$ cat src/rtl/loader_pkg.sv
// Shared types for the MC14500B program loader.
// State encoding and checksum width.
package loader_pkg;

  typedef enum logic [2:0] {
    IDLE,
    LOAD,
    FLUSH,
    RUN,
    ERROR
  } loader_state_t;

  localparam int CSUM_W = 8;

endpackage

$ cat src/rtl/loader_checksum.sv
// Byte-fold and XOR accumulator over program words.
// Cleared on start; accumulates on every data beat.
module loader_checksum
  import loader_pkg::*;
#(
  parameter int WORD = 12
) (
  input  logic              clk,
  input  logic              reset,
  input  logic              clr,
  input  logic              en,
  input  logic [WORD-1:0]   data,
  output logic [CSUM_W-1:0] fold,
  output logic [CSUM_W-1:0] sum
);

  localparam int NB = (WORD + 7) / 8;

  logic [NB*8-1:0]   ext;
  logic [CSUM_W-1:0] sum_q;
  logic [CSUM_W-1:0] sum_d;

  // Zero-extend the word to whole bytes and XOR the bytes.
  always_comb begin
    ext = '0;
    ext[WORD-1:0] = data;
    fold = '0;
    for (int i = 0; i < NB; i++) begin
      fold = fold ^ ext[i*8 +: 8];
    end
  end

  // Next running value: clear wins over accumulate.
  always_comb begin
    sum_d = sum_q;
    if (clr) begin
      sum_d = '0;
    end else if (en) begin
      sum_d = sum_q ^ fold;
    end
  end

  // Running checksum register.
  always_ff @(posedge clk or negedge reset) begin
    if (!reset) begin
      sum_q <= '0;
    end else begin
      sum_q <= sum_d;
    end
  end

  assign sum = sum_q;

endmodule

$ cat src/rtl/program_loader.sv
// Boot sequencer: streams host words into text RAM, then releases the core.
// Optional header checksum check under LOADER_CHECKSUM_EN.
module program_loader
  import loader_pkg::*;
#(
  parameter int ADDR = 8,
  parameter int CODE = 4,
  parameter int WORD = ADDR + CODE
) (
  input  logic              clk,
  input  logic              reset,
  input  logic              start,
  input  logic              s_valid,
  output logic              s_ready,
  input  logic [WORD-1:0]   s_data,
  input  logic              s_last,
  output logic              prog_we,
  output logic [ADDR-1:0]   prog_addr,
  output logic [WORD-1:0]   prog_data,
  output logic              cpu_run,
  output logic              busy,
  output logic              error,
`ifdef LOADER_CHECKSUM_EN
  output logic [CSUM_W-1:0] checksum,
`endif
  output logic [ADDR:0]     words_loaded
);

  loader_state_t   state_q, state_d;
  logic [ADDR-1:0] index_q, index_d;
  logic [ADDR:0]   wl_q, wl_d;
  logic            we_q, we_d;
  logic [ADDR-1:0] addr_q, addr_d;
  logic [WORD-1:0] data_q, data_d;
  logic            beat;
  logic            at_end;
  logic            start_ok;
  logic            csum_bad;
  logic            data_beat;

  assign s_ready  = (state_q == LOAD);
  assign beat     = s_valid & s_ready;
  assign at_end   = (index_q == {ADDR{1'b1}});
  assign start_ok = start & ((state_q == IDLE) |
                             (state_q == RUN) |
                             (state_q == ERROR));

`ifdef LOADER_CHECKSUM_EN
  logic              hdr_q, hdr_d;
  logic [CSUM_W-1:0] exp_q, exp_d;
  logic [CSUM_W-1:0] fold;

  assign data_beat = beat & ~hdr_q;

  loader_checksum #(
    .WORD (WORD)
  ) u_csum (
    .clk   (clk),
    .reset (reset),
    .clr   (start_ok),
    .en    (data_beat),
    .data  (s_data),
    .fold  (fold),
    .sum   (checksum)
  );

  assign csum_bad = ((checksum ^ fold) != exp_q);

  // Header flag and expected checksum capture.
  always_comb begin
    hdr_d = hdr_q;
    exp_d = exp_q;
    if (start_ok) begin
      hdr_d = 1'b1;
    end else if (beat & hdr_q) begin
      hdr_d = 1'b0;
      exp_d = CSUM_W'(s_data);
    end
  end

  // Header state registers.
  always_ff @(posedge clk or negedge reset) begin
    if (!reset) begin
      hdr_q <= 1'b0;
      exp_q <= '0;
    end else begin
      hdr_q <= hdr_d;
      exp_q <= exp_d;
    end
  end
`else
  assign data_beat = beat;
  assign csum_bad  = 1'b0;
`endif

  // Next state, index counter and write port.
  always_comb begin
    state_d = state_q;
    index_d = index_q;
    wl_d    = wl_q;
    we_d    = 1'b0;
    addr_d  = addr_q;
    data_d  = data_q;
    unique case (state_q)
      IDLE, RUN, ERROR: begin
        if (start_ok) begin
          state_d = LOAD;
          index_d = '0;
          wl_d    = '0;
        end
      end
      LOAD: begin
        if (data_beat) begin
          we_d   = 1'b1;
          addr_d = index_q;
          data_d = s_data;
          wl_d   = wl_q + 1'b1;
          if (!at_end) begin
            index_d = index_q + 1'b1;
          end
          if (s_last) begin
            state_d = csum_bad ? ERROR : FLUSH;
          end else if (at_end) begin
            state_d = ERROR;
          end
        end
      end
      FLUSH: begin
        state_d = RUN;
      end
      default: begin
        state_d = IDLE;
      end
    endcase
  end

  // State and output registers.
  always_ff @(posedge clk or negedge reset) begin
    if (!reset) begin
      state_q <= IDLE;
      index_q <= '0;
      wl_q    <= '0;
      we_q    <= 1'b0;
      addr_q  <= '0;
      data_q  <= '0;
    end else begin
      state_q <= state_d;
      index_q <= index_d;
      wl_q    <= wl_d;
      we_q    <= we_d;
      addr_q  <= addr_d;
      data_q  <= data_d;
    end
  end

  assign prog_we      = we_q;
  assign prog_addr    = addr_q;
  assign prog_data    = data_q;
  assign words_loaded = wl_q;
  assign cpu_run      = (state_q == RUN);
  assign busy         = (state_q == LOAD) | (state_q == FLUSH);
  assign error        = (state_q == ERROR);

endmodule

$ cat config.mk
export PLATFORM = sky130hd
export DESIGN_NAME = program_loader
export DESIGN_NICKNAME = d
export VERILOG_FILES = /design/src/rtl/loader_pkg.sv /design/src/rtl/loader_checksum.sv /design/src/rtl/program_loader.sv
export SDC_FILE = /design/constraint.sdc
export NUM_CORES = 1
export LEC_CHECK = 0
export CAP_MARGIN = 40
export CORE_MARGIN = 8
export CORE_UTILIZATION = 45
export DETAILED_ROUTE_END_ITERATION = 7
export PLACE_DENSITY = 0.77
export SLEW_MARGIN = 20
export SYNTH_ARGS = -nofsm -noshare
export SYNTH_HDL_FRONTEND = slang
export SYNTH_SLANG_ARGS = --single-unit
export TNS_END_PERCENT = 50
$ cat constraint.sdc
create_clock -name clk -period 3.93 [get_ports clk]
set_input_delay 0.9825 -clock clk [delete_from_list [all_inputs] [get_ports clk]]
set_output_delay 0.9825 -clock clk [all_outputs]
set_load 0.05 [all_outputs]
==> out/qor.log <==
qor: cells_and_area.final_layout_size_suffix_gt1_share 7.34%
qor: worst_setup_path.critical-path-slowest-cell sky130_fd_sc_hd__clkdlybuf4s50_1
qor: pwr.comb_power_share 51.9%
qor: timing.setup_viol 0
qor: die.boundary_pin_count 51
qor: route.antenna_violating_nets_post_route 0
qor: pwr.totalPowerFinal 0.00197 W
qor: worst_setup_path.worstPathRequired 2.95 ns
qor: worst_setup_path.critPathTopFamily buffers and inverters
qor: timing.final.period_utilization 83.7%
qor: status.status complete, no violations
qor: worst_hold_path.worst_hold_check_path_type flip-flop to flip-flop
qor: synth.postSynth.asyncResetShare 100%
qor: worst_setup_path.critPathMaxStageDelay 0.80 ns
qor: clock_tree.numCtsBuffers 5
qor: timing.rsz0062_at_grt no
qor: synth.synthDominantAreaCellType sky130_fd_sc_hd__dfrtp_1
qor: cells_and_area.register_area 1030 sq um
qor: timing.final_hold_viol_count 0
qor: timing.relSlewSlack 60.9%
qor: route.avgRoutedWirePerCell 14.3 microns
qor: grt.global_route.overflow_total 0
qor: die.initial_utilization 47.3%
qor: synth.post_synth_instance_area 1920 sq um
qor: placement.hpwlAfterDp 3180 microns
qor: worst_setup_path.flop2flop_setup_slack 2.12 ns
qor: worst_setup_path.crit_fanout 14
qor: synth.synth.yosys.seq_area_share 53.4%
qor: cells_and_area.num-nets-final 278
qor: pwr.maximum_vdd_drop 0.000411 V
qor: synth.yosysMostFrequentCell sky130_fd_sc_hd__nand2_1
qor: synth.yosys-top-cells-count 70 x sky130_fd_sc_hd__nand2_1, 41 x sky130_fd_sc_hd__dfrtp_1, 9 x sky130_fd_sc_hd__nor2_1, 8 x sky130_fd_sc_hd__a21oi_1, 8 x sky130_fd_sc_hd__nand3_1
qor: clock_tree.cts_repair_resized_insts 0
qor: route.vias_per_cell 5.36
qor: pwr.clk_pwr_share 14.1%
qor: job.maxCapViolations 0
qor: clock_tree.clock-sinks 41
qor: clock_tree.maximum_buffer_depth_of_the_clock_tree 2
qor: synth.netlist_instances 207
qor: pwr.total_switching_power 0.000944 W
qor: route.drt_wl_total 4420 microns
qor: worst_hold_path.hold_depth 2
qor: cells_and_area.fillCellCount 350
qor: clock_tree.cts.repair_timing.setup_buffer_count 0
qor: grt.globalRouteTotalUtil 14.2%
qor: clock_tree.post_cts_hold_buffer_count 0
qor: worst_setup_path.timing.rr.end words_loaded[7]$_DFFE_PN0P_
qor: placement.place_congestion 0.856
qor: route.drt_drc_violations_left 0
qor: synth.ys_top_cells_by_area sky130_fd_sc_hd__dfrtp_1 53%, sky130_fd_sc_hd__nand2_1 14%, sky130_fd_sc_hd__a21oi_1 2.1%, sky130_fd_sc_hd__nand3_1 2.1%, sky130_fd_sc_hd__xnor2_1 1.8%
qor: worst_setup_path.cp-start-kind flip-flop
qor: worst_setup_path.crit_type flip-flop to primary output
qor: timing.time_the_final_worst_path_needs_with_i_o_delays_and_setup 3.29 ns
qor: synth.synthFlopType sky130_fd_sc_hd__dfrtp_1
qor: synth.number_of_synthesized_flops_with_an_enable_pin 0
qor: die.fp.dieW 81.3 microns
qor: placement.dpl_cell_area 2490 sq um
qor: clock_tree.clkTransAtPathRegs 0.08 ns
qor: worst_hold_path.hold_end prog_data[5]$_DFFE_PN0P_
qor: pwr.total_leakage_power 1.18 nW
qor: synth.synthesis.area_per_instance 9.28 sq um
qor: synth.total_number_of_yosys_warnings 0
qor: grt.grt_max_degree 32
qor: die.core_area 4060 sq um
qor: worst_setup_path.critical_path.cell_chain or3b_4, inv_2, clkdlybuf4s50_1
qor: cells_and_area.multi_input_gate_area 848 sq um
qor: die.die-height 81.3 microns
qor: grt.vias_in_the_first_global_route 1651
qor: die.rows 23
qor: timing.report.final.slew_viol_count 0
qor: cells_and_area.postLayoutCellArea 2570 sq um
qor: pwr.power_switching_share 47.8%
qor: placement.placement.setup.worst_slack 0.962 ns
qor: clock_tree.tritoncts yes
qor: clock_tree.htree_num_levels 2
qor: synth.ys_ff_latch 41
qor: timing.clock-skew-final 0.00766 ns
qor: worst_setup_path.type_of_element_capturing_the_critical_path primary output
qor: cells_and_area.syn_to_layout_area_delta 33.9%
qor: worst_setup_path.worst_reg_to_reg_cells 5
qor: route.detailroute.via_count 1655
qor: timing.fmax 304 MHz
qor: synth.syn-num-nets 226
qor: worst_setup_path.crit_path_start state_q[0]$_DFFE_PN0P_
qor: worst_hold_path.timing.hold.worst.start prog_data[5]$_DFFE_PN0P_
qor: clock_tree.clk-insertion-delay-late 0.30 ns
qor: pwr.power.density_cell_area 768 nW/um^2
qor: worst_setup_path.r2r-start state_q[1]$_DFFE_PN0P_
qor: grt.initial_antenna_violation_count 0
qor: pwr.internal_power 0.00103 W
qor: worst_setup_path.worstPathArrival 2.31 ns
qor: cells_and_area.antenna_cells_inserted 0
qor: worst_setup_path.worst-path-buf-inv 2
qor: clock_tree.cts-root-buf sky130_fd_sc_hd__clkbuf_8
qor: route.initialDrtViolationCount 43
qor: placement.io_buffers 50
qor: timing.fin_ws 0.640 ns
qor: route.drt_pass1_iterations 5
qor: die.floorplan_die_area 6610 sq um
qor: grt.grt_first_pass_wirelength 7470 microns
qor: synth.synth_top_area_share 53.4%
qor: pwr.sequentialPowerShare 33.9%
qor: synth.synth.distinct_cells 45
qor: timing.worst_slew_pin_slew 0.583 ns
qor: timing.fin_setup_tns 0 ns
qor: timing.holdWs 0.475 ns
worst reg2reg max path, cell delays in order (launching register included):
cell and delay, ns:
sky130_fd_sc_hd__dfrtp_1 0.60, sky130_fd_sc_hd__nand4bb_4 0.22, sky130_fd_sc_hd__inv_2 0.07, sky130_fd_sc_hd__nor3_1 0.51, sky130_fd_sc_hd__o21ai_0 0.19, sky130_fd_sc_hd__a21oi_1 0.15
cells in the final DEF, fill, tap and decap left out, types with 2 or more instances in the layout:
master,n
sky130_fd_sc_hd__buf_4,2
sky130_fd_sc_hd__dfrtp_1,41
sky130_fd_sc_hd__or3b_4,2
sky130_fd_sc_hd__o311ai_1,2
sky130_fd_sc_hd__nand4_1,3
sky130_fd_sc_hd__nand3_1,8
sky130_fd_sc_hd__a31oi_1,4
sky130_fd_sc_hd__and3_1,2
sky130_fd_sc_hd__or3_1,5
sky130_fd_sc_hd__clkbuf_8,6
sky130_fd_sc_hd__clkdlybuf4s50_1,49
sky130_fd_sc_hd__nor2_1,9
sky130_fd_sc_hd__or2_1,2
sky130_fd_sc_hd__ha_1,2
sky130_fd_sc_hd__o31ai_1,2
sky130_fd_sc_hd__nor3b_1,2
sky130_fd_sc_hd__o21ai_0,6
sky130_fd_sc_hd__nand2_1,70
sky130_fd_sc_hd__xnor2_1,4
sky130_fd_sc_hd__nor3_1,3
sky130_fd_sc_hd__inv_2,2
sky130_fd_sc_hd__a21oi_1,8
layer usage:
layer / vias to the layer above / GRT usage [%] / part of all wire (%)
met2: 46 / 23.2 / 45
met1: 786 / 17.7 / 47
met5: - / 0 / 0
met3: 7 / 4.75 / 6.6
li1: 816 / - / -
met4: 0 / 3.75 / 1.2
sequential cells by signal (all words and copies together) (netlist names):
name,flops
state_q,3
prog_addr,8
prog_data,12
words_loaded,9
index_q,8
prog_we,1
worst max path at each step:
stage | to | depth (start not counted)
floorplan | error | 2
finish | s_ready | 3
detailed placement | s_ready | 3
global placement | s_ready | 3
global route | s_ready | 3
CTS | s_ready | 3
area by class of cell:
class / instances / share of cell area, %
Sequential cell: 41 / 39.9
Clock buffer: 7 / 3.36
Tap cell: 50 / 2.43
Timing Repair Buffer: 53 / 20.9
Multi-Input combinational cell: 155 / 33.0
Inverter: 3 / 0.438
kinds of logic after synthesis:
family	count (synthesis)	synth area share, %
DFF	41	53.4
buffers and inverters	11	2.41
muxes	2	1.17
AOI/OAI and AO/OA	33	11.3
xor gates and xnor gates	5	2.28
and+or+nand+nor	113	28.1
adders and majority gates	2	1.30
power groups by stage:
stage / clock network, W / registers [W] / logic, W
after floorplan: 0 / 0.000970 / 0.000395
after CTS: 0.000286 / 0.000669 / 0.00104
after detailed placement: 0 / 0.000678 / 0.00104
after global routing: 0.000300 / 0.000693 / 0.00110
after global placement: 0 / 0.000672 / 0.00102
final: 0.000279 / 0.000670 / 0.00103
metrics by stage:
step,util [%],std cells
after floorplan,-,207
after global placement,60.6,301
after detailed placement,61.3,302
after CTS,63.4,309
after global routing,63.4,309
final,63.4,309
Power figures use the tool's default switching activity.
